==> config.mk <==
export PLATFORM = sky130hd
export DESIGN_NAME = icache_prefetch_arbiter
export DESIGN_NICKNAME = d
export VERILOG_FILES = /design/src/rtl/icache_prefetch_arbiter.sv
export SDC_FILE = /design/constraint.sdc
export NUM_CORES = 1
export LEC_CHECK = 0
export CORE_MARGIN = 3
export CORE_UTILIZATION = 48
export CTS_BUF_LIST = sky130_fd_sc_hd__clkbuf_4 sky130_fd_sc_hd__clkbuf_8 sky130_fd_sc_hd__clkbuf_16
export CTS_CLUSTER_SIZE = 10
export DETAILED_ROUTE_END_ITERATION = 10
export HOLD_SLACK_MARGIN = 0.03
export PLACE_DENSITY_LB_ADDON = 0.25
export SKIP_LAST_GASP = 1
export SLEW_MARGIN = 10
export SYNTH_ARGS = -nofsm -noshare
export SYNTH_HDL_FRONTEND = slang
export SYNTH_SLANG_ARGS = --single-unit
==> constraint.sdc <==
create_clock -name clk_i -period 5.7 [get_ports clk_i]
set_clock_uncertainty 0.2 [all_clocks]
set_input_delay 0.855 -clock clk_i [delete_from_list [all_inputs] [get_ports clk_i]]
set_output_delay 0.855 -clock clk_i [all_outputs]
set_load 0.005 [all_outputs]
==> src/rtl/icache_prefetch_arbiter.sv <==
// Owns the ICache request port: demand misses beat a sequential next-line prefetcher, and one line is buffered.
// Buffer hits answer in the same cycle; one ICache request is in flight at most; requests issue only with icache_req_ready_i.
module icache_prefetch_arbiter #(
    parameter int ADDR_W = 40,
    parameter int LINE_W = 128,
    parameter int OFF_W  = 4,
    parameter int PAGE_W = 12
) (
    input  logic                     clk_i,
    input  logic                     rstn_i,
    input  logic                     dmd_valid_i,
    input  logic [ADDR_W-1:0]        dmd_vaddr_i,
    input  logic                     dmd_kill_i,
    input  logic                     flush_i,
    input  logic                     pf_enable_i,
    output logic                     dmd_resp_valid_o,
    output logic [LINE_W-1:0]        dmd_resp_data_o,
    output logic                     dmd_resp_xcpt_o,
    input  logic                     icache_req_ready_i,
    output logic                     icache_req_valid_o,
    output logic [PAGE_W-1:0]        icache_req_bits_idx_o,
    output logic [ADDR_W-PAGE_W-1:0] icache_req_bits_vpn_o,
    output logic                     icache_req_kill_o,
    input  logic                     icache_resp_valid_i,
    input  logic [ADDR_W-1:0]        icache_resp_vaddr_i,
    input  logic [LINE_W-1:0]        icache_resp_datablock_i,
    input  logic                     tlb_resp_xcp_if_i,
    output logic                     pf_issue_o,
    output logic                     pf_hit_o
);
    localparam int LN_W = ADDR_W - OFF_W;
    localparam int PL_W = PAGE_W - OFF_W;

    typedef enum logic [1:0] {IDLE, DMD_WAIT, PF_WAIT} state_e;

    state_e            state_q, state_d;
    logic [LN_W-1:0]   req_line_q, req_line_d;
    logic [LN_W-1:0]   pf_line_q, pf_line_d;
    logic [LN_W-1:0]   buf_line_q, buf_line_d;
    logic              pf_pend_q, pf_pend_d;
    logic              buf_valid_q, buf_valid_d;
    logic [LINE_W-1:0] buf_data_q, buf_data_d;

    logic [LN_W-1:0] dmd_line, rsp_line, sched_src, issue_line;
    logic dmd_held, dmd_live, buf_hit, dmd_issue, pf_fire, rsp_hit;
    logic dw_abort, dw_done, pw_abort, pw_done, rsp_to_dmd, sched;
    logic unused_offsets;

    assign dmd_line = dmd_vaddr_i[ADDR_W-1:OFF_W];
    assign rsp_line = icache_resp_vaddr_i[ADDR_W-1:OFF_W];
    assign unused_offsets = ^{dmd_vaddr_i[OFF_W-1:0], icache_resp_vaddr_i[OFF_W-1:0]};

    assign dmd_held  = dmd_valid_i & ~dmd_kill_i;
    assign dmd_live  = dmd_held & ~flush_i;
    assign buf_hit   = (state_q == IDLE) & dmd_live & buf_valid_q & (dmd_line == buf_line_q);
    assign dmd_issue = (state_q == IDLE) & dmd_live & ~buf_hit & icache_req_ready_i;
    assign pf_fire   = (state_q == IDLE) & ~flush_i & ~dmd_held & pf_pend_q
                     & pf_enable_i & icache_req_ready_i;
    assign rsp_hit   = icache_resp_valid_i & (rsp_line == req_line_q);

    // A kill or redirect outranks a response landing in the same cycle.
    assign dw_abort   = (state_q == DMD_WAIT)
                      & (flush_i | dmd_kill_i | (dmd_valid_i & (dmd_line != req_line_q)));
    assign dw_done    = (state_q == DMD_WAIT) & ~dw_abort & rsp_hit;
    assign pw_abort   = (state_q == PF_WAIT) & (flush_i | (dmd_live & (dmd_line != req_line_q)));
    assign pw_done    = (state_q == PF_WAIT) & ~pw_abort & rsp_hit;
    assign rsp_to_dmd = dw_done | (pw_done & dmd_live);

    // Next-line prefetch is never scheduled across a page boundary.
    assign sched_src  = buf_hit ? buf_line_q : req_line_q;
    assign sched      = (buf_hit | (rsp_to_dmd & ~tlb_resp_xcp_if_i)) & ~(&sched_src[PL_W-1:0]);
    assign issue_line = dmd_issue ? dmd_line : pf_line_q;

    always_ff @(posedge clk_i) begin
        if (!rstn_i) begin
            state_q <= IDLE;
        end else begin
            state_q <= state_d;
        end
    end

    always_comb begin
        state_d = state_q;
        case (state_q)
            IDLE:     if (dmd_issue) state_d = DMD_WAIT;
                      else if (pf_fire) state_d = PF_WAIT;
            DMD_WAIT: if (dw_abort | dw_done) state_d = IDLE;
            PF_WAIT:  if (pw_abort | pw_done) state_d = IDLE;
            default:  state_d = IDLE;
        endcase
    end

    always_comb begin
        dmd_resp_valid_o      = 1'b0;
        dmd_resp_data_o       = {LINE_W{1'b0}};
        dmd_resp_xcpt_o       = 1'b0;
        icache_req_valid_o    = 1'b0;
        icache_req_bits_idx_o = {PAGE_W{1'b0}};
        icache_req_bits_vpn_o = {(ADDR_W-PAGE_W){1'b0}};
        icache_req_kill_o     = 1'b0;
        pf_issue_o            = 1'b0;
        pf_hit_o              = 1'b0;
        if (rstn_i) begin
            dmd_resp_valid_o = buf_hit | rsp_to_dmd;
            if (buf_hit) begin
                dmd_resp_data_o = buf_data_q;
            end else if (rsp_to_dmd & ~tlb_resp_xcp_if_i) begin
                dmd_resp_data_o = icache_resp_datablock_i;
            end
            dmd_resp_xcpt_o    = rsp_to_dmd & tlb_resp_xcp_if_i;
            icache_req_valid_o = dmd_issue | pf_fire;
            if (dmd_issue | pf_fire) begin
                icache_req_bits_idx_o = {issue_line[PL_W-1:0], {OFF_W{1'b0}}};
                icache_req_bits_vpn_o = issue_line[LN_W-1:PL_W];
            end
            icache_req_kill_o = dw_abort | pw_abort;
            pf_issue_o        = pf_fire;
            pf_hit_o          = buf_hit;
        end
    end

    always_comb begin
        req_line_d  = req_line_q;
        pf_line_d   = pf_line_q;
        pf_pend_d   = pf_pend_q;
        buf_line_d  = buf_line_q;
        buf_data_d  = buf_data_q;
        buf_valid_d = buf_valid_q;
        if (dmd_issue) req_line_d = dmd_line;
        if (pf_fire) begin
            req_line_d = pf_line_q;
            pf_pend_d  = 1'b0;
        end
        if (sched) begin
            pf_pend_d = 1'b1;
            pf_line_d = sched_src + LN_W'(1);
        end
        if (pw_done & ~tlb_resp_xcp_if_i) begin
            buf_valid_d = 1'b1;
            buf_line_d  = req_line_q;
            buf_data_d  = icache_resp_datablock_i;
        end
        if (flush_i) begin
            buf_valid_d = 1'b0;
            pf_pend_d   = 1'b0;
        end
    end

    always_ff @(posedge clk_i) begin
        if (!rstn_i) begin
            req_line_q  <= '0;
            pf_line_q   <= '0;
            pf_pend_q   <= 1'b0;
            buf_valid_q <= 1'b0;
            buf_line_q  <= '0;
            buf_data_q  <= '0;
        end else begin
            req_line_q  <= req_line_d;
            pf_line_q   <= pf_line_d;
            pf_pend_q   <= pf_pend_d;
            buf_valid_q <= buf_valid_d;
            buf_line_q  <= buf_line_d;
            buf_data_q  <= buf_data_d;
        end
    end
endmodule

## Word-level counts from Yosys, hierarchy flattened

Index checks and enable logic that the tools add are counted.

- Bits in registers: 240
- Bits of input ports: 217
- Word-level logic and storage cells: 91

- Add/subtract/negate cells: 1
- Equal/unequal tests: 8
- Muxes and demuxes: 24
- Bitwise logic cells: 45
- Reductions and logical operators: 6

Operator list:

| operator | number |
|---|---|
| $mux W128 | 3 |
| $mux W36 | 4 |
| $eq A36 B36 Y1 | 2 |
| $mux W28 | 2 |
| $add A36 B1 Y36 const B | 1 |
| $ne A36 B36 Y1 | 1 |
| $and A1 B1 Y1 | 26 |
| $mux W12 | 2 |
| $or A1 B1 Y1 | 10 |
| $not A1 Y1 | 9 |
| $mux W1 | 8 |
| $mux W2 | 4 |
| $reduce_and A8 Y1 | 1 |
| $pmux W2 S3 | 1 |
| $ne A2 B1 Y1 const B | 2 |
| $reduce_bool A2 Y1 | 2 |
| $ne A3 B3 Y1 const B | 1 |
| $reduce_and A3 Y1 | 1 |
| $eq A2 B1 Y1 const B | 1 |
| $eq A2 B2 Y1 const B | 1 |
| $logic_not A2 Y1 | 1 |
| $reduce_or A2 Y1 | 1 |

## Depth between registers and ports, before layout

Gate-level depths: netlist (run 1).

- Word-level depth: 15
- Depth in mapped cells: 17
- Mapped depth without buffers: 14

## Least setup slack after synthesis (run 1)

Ideal clock, no wire load.

- Kind: input to register
- Start point: in dmd_vaddr_i[39]
- End point: reg pf_line_q[32]
- Arrival: 4182 ps
- Data required time: 5372 ps
- Path slack: 1190 ps
- Stages on the path: 16
- Path through: xor2_1 nor4_1 nand4_1 nor3_1 buf_2 buf_2 mux2_2 ha_1 nand3_1 or4_1 nand2b_1 or2_2 o211ai_1 o21ai_0 mux2i_1 nor2_1

- Word-level cells in the longest chain between the ends: 12
- Elaborated cells on any way between the ends: 24
- Those cells by class: add/sub: 1; eq/ne: 2; mux: 1; bitwise: 19; reduce/logical: 1

Ends and longest elaborated chain:

| element | RTL line | source |
|---|---|---|
| start, declared | 12 | `input logic [ADDR_W-1:0] dmd_vaddr_i,` |
| parallel branches: the longest is 12 deep, another holds $add A36 B1 Y36 | n/a |  |
| end signal, assigned | 159 | `pf_line_q <= pf_line_d;` |
| end, declared | 38 | `logic [LN_W-1:0] pf_line_q, pf_line_d;` |

Parallel ways; which one is timed is not known.
A chain may end at the register's enable or synchronous reset.

## Final worst setup path (run 1)

- Start point: in dmd_vaddr_i[7]
- End point: out dmd_resp_data_o[15]

- Word-level cells in the longest chain between the ends: 13
- Elaborated cells on any way between the ends: 21
- Those cells by class: eq/ne: 2; mux: 3; bitwise: 16

Ends and longest elaborated chain:

| element | RTL line | source |
|---|---|---|
| $ne A36 B36 Y1 | 63, 65 |  |
| $and A1 B1 Y1 | 65 | `assign pw_abort = (state_q == PF_WAIT) & (flush_i \| (dmd_live & (dmd_line != req_line_q)));` |
| $or A1 B1 Y1 | 65 |  |
| $and A1 B1 Y1 | 65 |  |
| $not A1 Y1 | 66 | `assign pw_done = (state_q == PF_WAIT) & ~pw_abort & rsp_hit;` |
| $and A1 B1 Y1 (2 in a row) | 66 |  |
| $and A1 B1 Y1 | 67 | `assign rsp_to_dmd = dw_done \| (pw_done & dmd_live);` |
| $or A1 B1 Y1 | 67 |  |
| $and A1 B1 Y1 | 107 | `end else if (rsp_to_dmd & ~tlb_resp_xcp_if_i) begin` |
| $mux W128 | 107 |  |
| $mux W128 (*) | 105 | `if (buf_hit) begin` |
| $mux W128 (*) | 103 | `if (rstn_i) begin` |
| end, declared | 17 | `output logic [LINE_W-1:0] dmd_resp_data_o,` |

Mark *: on every way between the ends. The rest lies on a longest branch, timed or not.

==> results of run 1 <==
-- cells in the final DEF, fill, tap and decap left out, types with 3 or more instances in the layout --
cell type                         netlist  final
sky130_fd_sc_hd__mux2_2                 7      7
sky130_fd_sc_hd__clkbuf_16              0     30
sky130_fd_sc_hd__xnor2_1               83     80
sky130_fd_sc_hd__o211ai_1               4      4
sky130_fd_sc_hd__clkdlybuf4s50_1        0    378
sky130_fd_sc_hd__nor4_2                 2      3
sky130_fd_sc_hd__nand3_1               17     17
sky130_fd_sc_hd__nor2_1                67     66
sky130_fd_sc_hd__a21oi_1              258    258
sky130_fd_sc_hd__nor4_1                20     18
sky130_fd_sc_hd__a22oi_1                4      4
sky130_fd_sc_hd__nand2b_1               5      5
sky130_fd_sc_hd__a211o_1               20     20
sky130_fd_sc_hd__nand2_1              472    472
sky130_fd_sc_hd__clkbuf_8               0      3
sky130_fd_sc_hd__nor3_1                12     10
sky130_fd_sc_hd__and4_1                 4      4
sky130_fd_sc_hd__a22o_1               128    128
sky130_fd_sc_hd__xor2_1                72     72
sky130_fd_sc_hd__buf_4                 18     34
sky130_fd_sc_hd__nor3_2                 1      3
sky130_fd_sc_hd__clkbuf_4               0     11
sky130_fd_sc_hd__o21ai_0               15     15
sky130_fd_sc_hd__inv_1                  9      8
sky130_fd_sc_hd__and3_1                14     14
sky130_fd_sc_hd__buf_12                 0     11
sky130_fd_sc_hd__dfxtp_1              240    240
sky130_fd_sc_hd__and2_1                 6      6
sky130_fd_sc_hd__nand4_1               30     30
sky130_fd_sc_hd__mux2i_1               21     21
sky130_fd_sc_hd__or2_2                  4      4
sky130_fd_sc_hd__a21o_1                32     32
sky130_fd_sc_hd__xnor2_2                0      3
sky130_fd_sc_hd__conb_1                 1      4
-- per-layer routing --
layer | GRT usage, % | part of all wire [%]
met1 | 39.1 | 39
met2 | 51.4 | 47
met3 | 6.95 | 9.5
met4 | 11.3 | 4.0
met5 | 0 | 0
-- logic make-up after synthesis --
| kind of cell | synth area share (%) |
|---|---|
| AOI/OAI and AO/OA | 23.1 |
| xor gates and xnor gates | 10.4 |
| adders and majority gates | 0.0957 |
| buffers and inverters | 5.81 |
| DFF | 36.8 |
| muxes | 2.21 |
| other | 0.0287 |
| and+or+nand+nor | 21.6 |
-- repair_timing --
item	CTS	global route
setup endpoints to repair	0	102
buffers inserted	0	2
resized for setup	0	4
-- area by class of cell --
cell class                      count  share of cell area (%)
Multi-Input combinational cell   1321                    42.2
Sequential cell                   240                    26.7
Timing Repair Buffer              424                    23.8
Clock buffer                       43                    4.72
Tap cell                          335                    2.33
Inverter                            9                   0.229
Clock inverter                      1                  0.0278
Antenna cell                        2                  0.0278
-- registers in the layout (all words and copies together), names as in the netlist --
name,cells
buf_data_q,128
buf_line_q,36
buf_valid_q,1
pf_line_q,36
pf_pend_q,1
req_line_q,36
state_q,2
-- critical path: cells and delay by family --
family	cells	cell delay (ns)
simple gates	6	1.56
buf+inv	4	1.49
compound gates	1	0.16
xor+xnor	1	0.35
-- power by group --
group / leakage [nW] / total [mW] / switching [mW] / internal (mW)
Clock: 0.433 / 1.71 / 0.696 / 1.01
Combinational: 3.81 / 0.321 / 0.141 / 0.181
Sequential: 1.93 / 1.70 / 0.0150 / 1.68
-- worst max-delay path by stage --
stage               startpoint                   to
6_report        dmd_vaddr_i[7]  dmd_resp_data_o[15]
3_3_place_gp   dmd_vaddr_i[31]  dmd_resp_data_o[15]
4_1_cts        dmd_vaddr_i[31]  dmd_resp_data_o[85]
5_1_grt        dmd_vaddr_i[30]   dmd_resp_data_o[5]
3_5_place_dp   dmd_vaddr_i[31]  dmd_resp_data_o[15]
2_1_floorplan  dmd_vaddr_i[39]        pf_line_q[32]
==> results.py, run 1 <==
metrics = {
    "timing": {
        "fin_worst_hold_slack_ns": 0.251,
        "min_period_ns": 5.49,
        "timing_max_transition_violations_final": 0,
        "worst_slew_margin_rel_pct": 27.4,
        "fin_tns_setup_ns": 0,
        "period_share_pct": 96.3,
        "total_setup_violations_reported_at_the_end_of_the_flow": 0,
        "rsz_0062_raised_after_global_routing": "no",
        "timing.fmax_mhz": 182,
        "layout_setup_ws_ns": 0.211,
        "worst_pin_slew_ns": 1.06,
        "report.final.hold_viol_count": 0,
    },
    "cts": {
        "clockRootBuffer": "sky130_fd_sc_hd__clkbuf_16",
        "cts.sinks": 240,
        "ctsHtreeMaxLevel": 1,
        "cts_tree": "done",
        "worst_setup_hold_path_clk_slew_ns": 0.06,
        "clock_latency_reported_for_the_late_side_of_the_worst_skew_pair_ns": 0.54,
        "clock_path_buffers": 3,
        "hold_buffers": 0,
        "number_of_buffers_added_by_the_clock_tree_synthesis_step": 29,
    },
    "final_layout": {
        "layout-drive-gt1-share_pct": 5.84,
        "final_design_area_no_fill_um2": 18000,
        "utilization_pct": 68.2,
        "sequential_cell_area_um2": 4800,
        "layout-area-overhead-vs-synth_pct": 37.8,
        "final_net_count": 2243,
        "finalNonFillerCells": 2375,
        "fillers": 2267,
        "multi_input_area_um2": 7600,
    },
    "global_routing": {
        "grt_max_degree": 167,
        "vias_in_the_first_global_route": 13500,
        "antenna_violations_before_repair": 2,
        "grtUsageTotal_pct": 30.8,
        "grt.overflow.total": 0,
        "grt_pass1_wl_mm": 73.1,
    },
    "worst_setup_path": {
        "kind_of_capture_point_of_the_worst_setup_path": "output port",
        "slowest_delay_ns": 0.54,
        "critical_path.cell_chain": "clkdlybuf4s50_1, xnor2_1, nand4_1, nor3_1, nand4_1, and2_1, nor4_2, nor3b_4, buf_12, buf_12, a22o_1, clkdlybuf4s50_1",
        "regToRegStartpoint": "buf_line_q[2]",
        "crit_path_start_kind": "input pin",
        "critical_path_peak_fanout": 27,
        "worst-r2r-setup-slack_ns": 1.14,
        "worst-r2r-cell-count": 14,
        "cp_slowest_cell": "sky130_fd_sc_hd__clkdlybuf4s50_1",
        "critical_path.reg2reg.endpoint": "pf_line_q[32]",
        "worstPathArrival_ns": 4.43,
        "worst_ep_required_time_ns": 4.64,
        "type_of_the_worst_setup_path": "input pin to output port",
    },
    "min_path": {
        "min_delay_path_depth": 2,
        "timing.hold.worst.start": "pf_line_q[23]",
        "holdCritPathClass": "flop to flop",
        "hold-path-endpoint": "pf_line_q[23]",
    },
    "synthesis": {
        "mappedNetlistArea_um2": 13100,
        "syn_avg_cell_area_um2": 7.57,
        "most_instantiated_library_cell_after_synthesis": "sky130_fd_sc_hd__nand2_1",
        "synth.top_cells.by_area": "sky130_fd_sc_hd__dfxtp_1 (37%), sky130_fd_sc_hd__nand2_1 (14%), sky130_fd_sc_hd__a21oi_1 (9.9%), sky130_fd_sc_hd__a22o_1 (8.6%), sky130_fd_sc_hd__xnor2_1 (5.6%)",
        "async_reset_ff_share_pct": 0,
        "synth.top_cells.by_count": "sky130_fd_sc_hd__nand2_1 (472), sky130_fd_sc_hd__a21oi_1 (258), sky130_fd_sc_hd__dfxtp_1 (240)",
        "yosysSeqAreaShare_pct": 36.8,
        "synthFlopType": "sky130_fd_sc_hd__dfxtp_1",
        "count_of_flip_flops_with_a_built_in_enable_after_synthesis": 0,
        "netlist.area_leader.share_pct": 36.8,
        "yosys_warnings": 0,
        "post_synth_num_cell_types": 45,
        "synthDominantAreaCellType": "sky130_fd_sc_hd__dfxtp_1",
        "postSynthCellCount": 1726,
        "ys_ff_latch": 240,
    },
    "detailed_routing": {
        "route.detailed.drc": 0,
        "routed_via_density": 5.82,
        "post_drt_antenna_nets": 0,
        "wirelength_mm": 47.9,
        "dr.pass1.iters": 6,
        "detailroute.via_count": 13800,
        "dr.first_iter.drc_count": 1453,
        "wl_per_cell_um": 20.2,
    },
    "placed_design": {
        "gp_congestion": 0.999,
        "dpl.hpwl_mm": 33.4,
        "worst_setup_timing_slack_at_the_placement_stage_ns": 0.226,
        "dpl.cell_count": 2326,
        "dpl-instance-area_um2": 17100,
        "place.port_buffers": 378,
    },
    "floorplan": {
        "rows": 59,
        "die_area_um2": 29200,
        "design.core.area_um2": 26400,
        "die_w_um": 171,
        "io_pins": 391,
        "floorplan.die.height_um": 171,
        "initial_core_util_pct": 49.5,
    },
    "pwr": {
        "p_leak_nw": 6.17,
        "design_power_total_mw": 3.73,
        "worst_ir_drop_vdd_mv": 0.191,
        "power_density_nw_per_um2": 207,
    },
    "flow_run": {
        "drv_cap": 0,
    },
    "run_status": {
        "outcome": "complete, no violations",
    },
}
No activity file was read; power rests on OpenSTA's default activity.
==> run 2: changes to the inputs <==
--- a/config.mk
+++ b/config.mk
@@ -12,6 +12,7 @@
 export DETAILED_ROUTE_END_ITERATION = 10
 export HOLD_SLACK_MARGIN = 0.03
 export PLACE_DENSITY_LB_ADDON = 0.25
+export REMOVE_ABC_BUFFERS = 1
 export SKIP_LAST_GASP = 1
 export SLEW_MARGIN = 10
 export SYNTH_ARGS = -nofsm -noshare
==> results.py, run 2 (same netlist as run 1, synthesis figures left out) <==
metrics = {
    "floorplan": {
        "die_w_um": 171,
        "rows": 59,
        "initial_core_util_pct": 49.5,
        "die_area_um2": 29200,
        "design.core.area_um2": 26400,
        "io_pins": 391,
        "floorplan.die.height_um": 171,
    },
    "final_layout": {
        "registers.top_by_ff_count": "buf_data_q",
        "layout.cells.most_common_list": "sky130_fd_sc_hd__nand2_1 (472), sky130_fd_sc_hd__clkdlybuf4s50_1 (378), sky130_fd_sc_hd__a21oi_1 (258)",
        "layout-drive-gt1-share_pct": 5.46,
        "layout.cells.most_common": "sky130_fd_sc_hd__nand2_1",
        "layout-area-overhead-vs-synth_pct": 37.6,
        "utilization_pct": 68.0,
        "largest_register_ffs": 128,
        "final_net_count": 2242,
    },
    "worst_setup_path": {
        "worst-r2r-cell-count": 14,
        "type_of_the_worst_setup_path": "input pin to output port",
        "cp_slowest_cell": "sky130_fd_sc_hd__clkdlybuf4s50_1",
        "slowest_delay_ns": 0.55,
        "critical_path_peak_fanout": 23,
        "worstPathArrival_ns": 4.43,
        "crit_path_start_kind": "input pin",
        "critical_path.cell_chain": "clkdlybuf4s50_1, xnor2_1, nand4_1, nor3_1, nand4_1, and2_1, nor4_2, nor3b_4, buf_12, buf_4, a22o_1, clkdlybuf4s50_1",
        "regToRegStartpoint": "buf_line_q[13]",
        "startpoint": "dmd_vaddr_i[12]",
        "kind_of_capture_point_of_the_worst_setup_path": "output port",
        "worst_ep_required_time_ns": 4.64,
        "worst-r2r-setup-slack_ns": 1.52,
        "timing.critical_path.to": "dmd_resp_data_o[80]",
        "critical_path.reg2reg.endpoint": "pf_line_q[34]",
    },
    "run_status": {
        "outcome": "complete, no violations",
    },
    "detailed_routing": {
        "routed_via_density": 5.79,
        "wirelength_mm": 46.5,
        "dr.first_iter.drc_count": 1206,
        "route.detailed.drc": 0,
        "detailroute.via_count": 13800,
        "post_drt_antenna_nets": 0,
        "dr.pass1.iters": 5,
        "wl_per_cell_um": 19.6,
    },
    "cts": {
        "cts_tree": "done",
        "cts.sinks": 240,
        "hold_buffers": 0,
        "clock_latency_reported_for_the_late_side_of_the_worst_skew_pair_ns": 0.55,
        "ctsHtreeMaxLevel": 1,
        "clock_path_buffers": 3,
        "number_of_buffers_added_by_the_clock_tree_synthesis_step": 29,
        "cts.repair_timing.setup_buffer_count": 0,
        "post_cts_resize_count": 0,
        "clockRootBuffer": "sky130_fd_sc_hd__clkbuf_16",
        "worst_setup_hold_path_clk_slew_ns": 0.05,
    },
    "global_routing": {
        "grt_pass1_wl_mm": 71.4,
        "grtUsageTotal_pct": 30.2,
        "antenna_violations_before_repair": 8,
        "grt.overflow.total": 0,
        "vias_in_the_first_global_route": 13500,
        "grt_max_degree": 180,
    },
    "placed_design": {
        "gp_congestion": 0.956,
        "place.port_buffers": 378,
        "dpl.hpwl_mm": 32.4,
    },
    "timing": {
        "worst_pin_slew_ns": 1.02,
        "rsz_0062_raised_after_global_routing": "no",
        "report.final.hold_viol_count": 0,
        "worst_slew_margin_rel_pct": 32.3,
        "timing_max_transition_violations_final": 0,
        "timing.fmax_mhz": 182,
        "period_share_pct": 96.2,
        "min_period_ns": 5.49,
        "total_setup_violations_reported_at_the_end_of_the_flow": 0,
    },
    "flow_run": {
        "drv_cap": 0,
    },
    "pwr": {
        "power_density_nw_per_um2": 208,
        "design_power_total_mw": 3.73,
        "worst_ir_drop_vdd_mv": 0.202,
        "p_leak_nw": 6.14,
    },
    "min_path": {
        "holdCritPathClass": "flop to flop",
    },
}
-- run 2: cell count changes in the layout (fill, tap and decap cells not counted), moves of 3 or more --
cell | previous run | this run
sky130_fd_sc_hd__clkbuf_4 | 11 | 7
sky130_fd_sc_hd__diode_2 | 2 | 6
sky130_fd_sc_hd__xnor2_1 | 80 | 83
sky130_fd_sc_hd__xnor2_2 | 3 | 0
-- run 2: power breakdown --
group	internal, mW	total, mW	switching [mW]
sequential	1.68	1.70	0.0142
clock	1.03	1.72	0.691
combinational	0.179	0.314	0.136
-- run 2: metal layers --
layer	global-route usage (%)	wire length [µm]
met2	50.3	22200
met1	36.3	18000
met4	13.3	1940
met5	0	46
met3	8.87	4290
-- run 2: worst min-delay path by stage --
stage                         startpoint              to  slack (ns)  cells past startpoint
final                     buf_data_q[26]  buf_data_q[26]        0.25                      2
after global routing       pf_line_q[35]   pf_line_q[35]        0.27                      2
after CTS                 buf_data_q[26]  buf_data_q[26]        0.25                      2
after detailed placement  buf_data_q[26]  buf_data_q[26]        0.24                      2
after global placement    buf_data_q[14]  buf_data_q[14]        0.24                      2
after floorplan            pf_line_q[11]   pf_line_q[11]        0.23                      2
-- run 2: final cells by class --
class	instances	area, µm²
fillers	2170	8450
multi-input cells	1321	7570
flip-flops and latches	240	4800
repair buffers	423	4270
clock buffers	39	820
well taps	335	419
inverters	9	41.3
clock inverters	2	35.0
diodes	6	15.0
-- run 2: critical path: cells and delay by family --
family          cells  cell delay (ns)
xor+xnor            1             0.29
simple gates        6             1.61
compound gates      1             0.14
buf+inv             4             1.51
-- run 2: through the flow --
stage          setup WS, ns  hold slack (ns)  TNS [ns]  cell area (µm²)  instances
5_1_grt              0.0836            0.267         0            18000       2374
3_3_place_gp          0.293            0.238         0            17100       2328
6_report              0.214            0.248         0            18000       2375
4_1_cts               0.248            0.251         0            18000       2369
3_5_place_dp          0.287            0.243         0            17100       2328
2_1_floorplan         -9.14            0.232  -1898.50            12400       1570
==> run 3: changes to the inputs <==
--- a/config.mk
+++ b/config.mk
@@ -5,11 +5,13 @@
 export SDC_FILE = /design/constraint.sdc
 export NUM_CORES = 1
 export LEC_CHECK = 0
+export ABC_AREA = 1
 export CORE_MARGIN = 3
-export CORE_UTILIZATION = 48
+export CORE_UTILIZATION = 50
 export CTS_BUF_LIST = sky130_fd_sc_hd__clkbuf_4 sky130_fd_sc_hd__clkbuf_8 sky130_fd_sc_hd__clkbuf_16
 export CTS_CLUSTER_SIZE = 10
 export DETAILED_ROUTE_END_ITERATION = 10
+export GPL_TIMING_DRIVEN = 0
 export HOLD_SLACK_MARGIN = 0.03
 export PLACE_DENSITY_LB_ADDON = 0.25
 export REMOVE_ABC_BUFFERS = 1
==> results.py, run 3 <==
metrics = {
    "pwr": {
        "power_density_nw_per_um2": 193,
        "cell_internal_pwr_mw": 2.90,
        "netSwitchingFraction_pct": 24.8,
        "worst_ir_drop_vdd_mv": 0.319,
        "part_of_the_total_power_dissipated_in_combinational_logic_pct": 10.6,
        "power_frac_clock_pct": 45.4,
        "power_switching_uw": 954,
        "p_leak_nw": 8.00,
        "pwr-share-seq_pct": 44.0,
        "design_power_total_mw": 3.85,
    },
    "timing": {
        "total_setup_violations_reported_at_the_end_of_the_flow": 0,
        "timing.fmax_mhz": 178,
        "worst_pin_slew_ns": 1.12,
        "timing_max_transition_violations_final": 0,
        "fin_worst_hold_slack_ns": 0.253,
        "report.final.hold_viol_count": 0,
        "period_share_pct": 98.8,
        "min_period_ns": 5.63,
        "worst_slew_margin_rel_pct": 25.4,
    },
    "worst_setup_path": {
        "crit_path_start_kind": "input pin",
        "critical_path.reg2reg.endpoint": "pf_line_q[29]",
        "cpMostUsedCell": "sky130_fd_sc_hd__nand2_1",
        "worst_ep_required_time_ns": 4.64,
        "critical_path_peak_fanout": 58,
        "kind_of_capture_point_of_the_worst_setup_path": "output port",
        "slowest_delay_ns": 0.59,
        "regToRegStartpoint": "buf_line_q[30]",
        "startpoint": "dmd_vaddr_i[23]",
        "type_of_the_worst_setup_path": "input pin to output port",
        "worstPathArrival_ns": 4.58,
        "worst-r2r-cell-count": 19,
        "cp_slowest_cell": "sky130_fd_sc_hd__clkdlybuf4s50_1",
        "worst-r2r-setup-slack_ns": 1.67,
        "critical_path.cell_chain": "clkdlybuf4s50_1, xnor2_1, nand2_1, nor3_1, nand2_1, nor2_1, nand4_1, nand2_1, nand3_1, a21oi_4, nand2_4, buf_16, o31ai_2, clkdlybuf4s50_1",
    },
    "detailed_routing": {
        "wl_per_cell_um": 20.6,
        "routed_via_density": 5.70,
        "route.detailed.drc": 0,
        "dr.pass1.iters": 9,
        "wirelength_mm": 62.3,
        "dr.first_iter.drc_count": 1505,
        "post_drt_antenna_nets": 0,
        "detailroute.via_count": 17200,
    },
    "synthesis": {
        "synth.top_cells.by_count": "sky130_fd_sc_hd__nand2_1 (540), sky130_fd_sc_hd__inv_1 (299), sky130_fd_sc_hd__a21oi_1 (249)",
        "synthDominantAreaCellType": "sky130_fd_sc_hd__dfxtp_1",
        "netlist.area_leader.share_pct": 32.4,
        "yosys_warnings": 0,
        "ys_ff_latch": 240,
        "synthFlopType": "sky130_fd_sc_hd__dfxtp_1",
        "async_reset_ff_share_pct": 0,
        "most_instantiated_library_cell_after_synthesis": "sky130_fd_sc_hd__nand2_1",
        "synth.top_cells.by_area": "sky130_fd_sc_hd__dfxtp_1 (32%), sky130_fd_sc_hd__nand2_1 (14%), sky130_fd_sc_hd__a21oi_1 (8.4%), sky130_fd_sc_hd__inv_1 (7.6%), sky130_fd_sc_hd__o21ai_0 (6.5%)",
        "post_synth_num_cell_types": 52,
        "yosysSeqAreaShare_pct": 32.4,
        "syn_avg_cell_area_um2": 6.38,
        "mappedNetlistArea_um2": 14800,
        "count_of_flip_flops_with_a_built_in_enable_after_synthesis": 0,
        "postSynthCellCount": 2324,
    },
    "final_layout": {
        "final_net_count": 2839,
        "layout.cells.most_common_list": "sky130_fd_sc_hd__nand2_1 (539), sky130_fd_sc_hd__clkdlybuf4s50_1 (377), sky130_fd_sc_hd__inv_1 (298)",
        "sequential_cell_area_um2": 4800,
        "largest_register_ffs": 128,
        "multi_input_area_um2": 8220,
        "layout-drive-gt1-share_pct": 7.07,
        "layout-area-overhead-vs-synth_pct": 34.3,
        "layout.cells.most_common": "sky130_fd_sc_hd__nand2_1",
        "utilization_pct": 68.9,
        "registers.top_by_ff_count": "buf_data_q",
        "fillers": 2512,
    },
    "cts": {
        "number_of_buffers_added_by_the_clock_tree_synthesis_step": 29,
        "clockRootBuffer": "sky130_fd_sc_hd__clkbuf_16",
        "ctsHtreeMaxLevel": 1,
        "hold_buffers": 0,
        "cts.sinks": 240,
        "cts_tree": "done",
        "clock_path_buffers": 3,
        "clock_latency_reported_for_the_late_side_of_the_worst_skew_pair_ns": 0.57,
        "worst_setup_hold_path_clk_slew_ns": 0.05,
    },
    "min_path": {
        "timing.hold.worst.start": "pf_line_q[10]",
        "min_delay_path_depth": 2,
        "hold-path-endpoint": "pf_line_q[10]",
        "holdCritPathClass": "flop to flop",
    },
    "floorplan": {
        "floorplan.die.height_um": 178,
        "rows": 62,
        "die_w_um": 178,
        "die_area_um2": 31800,
        "io_pins": 391,
        "design.core.area_um2": 28900,
        "initial_core_util_pct": 51.3,
    },
    "flow_run": {
        "drv_cap": 0,
    },
    "global_routing": {
        "grt.overflow.total": 0,
        "antenna_violations_before_repair": 14,
        "grtUsageTotal_pct": 37.2,
        "grt_pass1_wl_mm": 91.9,
        "vias_in_the_first_global_route": 16100,
        "grt_max_degree": 107,
    },
    "placed_design": {
        "dpl.hpwl_mm": 45.9,
        "place.port_buffers": 378,
        "gp_congestion": 1.06,
    },
    "run_status": {
        "outcome": "complete, no violations",
    },
}
==> run 3: cell count changes in the layout (fill, tap and decap cells not counted), moves of 53 or more <==
cell	previous run	this run
sky130_fd_sc_hd__inv_1	8	298
sky130_fd_sc_hd__o21ai_0	15	192
sky130_fd_sc_hd__a22o_1	128	0
sky130_fd_sc_hd__o31ai_1	0	126
sky130_fd_sc_hd__nor2_1	66	181
sky130_fd_sc_hd__nand2_1	472	539
sky130_fd_sc_hd__xnor2_1	83	25
sky130_fd_sc_hd__xor2_1	72	19
==> run 3: area by class of cell <==
class                   count  area share [%]
multi-input cells        1618            41.3
flip-flops and latches    240            24.1
repair buffers            402            21.4
diodes                     15           0.188
well taps                 384            2.41
clock inverters             4           0.301
inverters                 330            6.28
clock buffers              35            3.99
==> run 3: cells by family (layout without fill, tap and decap cells) <==
logic type | count (synthesis) | count (layout) | synth area share [%]
other | 1 | 19 | 0.0253
buffers and inverters | 474 | 771 | 13.1
adders and majority gates | 1 | 1 | 0.0843
AOI/OAI and AO/OA | 652 | 652 | 25.3
DFF | 240 | 240 | 32.4
and+or+nand+nor | 911 | 916 | 26.4
xor gates and xnor gates | 45 | 45 | 2.66
==> run 3: stage by stage <==
| step | setup TNS [ns] | instance area [µm²] | instances | setup slack [ns] |
|---|---|---|---|---|
| after floorplan | -435.35 | 14100 | 2183 | -1.56 |
| after global placement | -3266.72 | 18400 | 2945 | -14.21 |
| after detailed placement | -36.09 | 18900 | 2963 | -1.29 |
| after CTS | 0 | 19800 | 3006 | 0.0828 |
| after global routing | -0.0147 | 19900 | 3027 | -0.0147 |
| final | 0 | 19900 | 3028 | 0.0687 |
==> run 3: power by group through the flow <==
stage                     registers [mW]  clock network (mW)  logic (mW)
after detailed placement            1.73                   0       0.398
final                               1.69                1.75       0.409
after global routing                1.69                1.81       0.439
after CTS                           1.69                1.76       0.401
after global placement              1.73                   0       0.390
after floorplan                     1.73                   0       0.149
==> run 3: metal layers <==
metal | up-vias | share of wire (%) | track usage [%] | wire length (µm)
li1 | 8195 | - | - | -
met1 | 7949 | 37 | 43.3 | 23100
met2 | 889 | 47 | 62.1 | 29400
met3 | 215 | 9.1 | 9.34 | 5680
met4 | 0 | 6.5 | 21.5 | 4040
met5 | - | 0 | 0 | 0
==> run 3: what timing repair did <==
action,in CTS,in global routing
gates resized for setup,5,5
buffers inserted,1,5
pin swaps,3,3
cloned,3,2
setup endpoints to repair,39,105
==> run 3: critical path, delay by kind of cell <==
| kind | cells | cell delay (ns) |
|---|---|---|
| buf+inv | 3 | 1.36 |
| simple gates | 8 | 1.35 |
| compound gates | 2 | 0.62 |
| xor+xnor | 1 | 0.32 |
==> run 3: worst max-delay path by stage <==
stage	end	depth (start not counted)
after floorplan	buf_data_q[0]	7
after global placement	pf_hit_o	4
after detailed placement	icache_req_valid_o	16
after CTS	dmd_resp_data_o[2]	14
after global routing	dmd_resp_data_o[112]	14
final	dmd_resp_data_o[2]	14
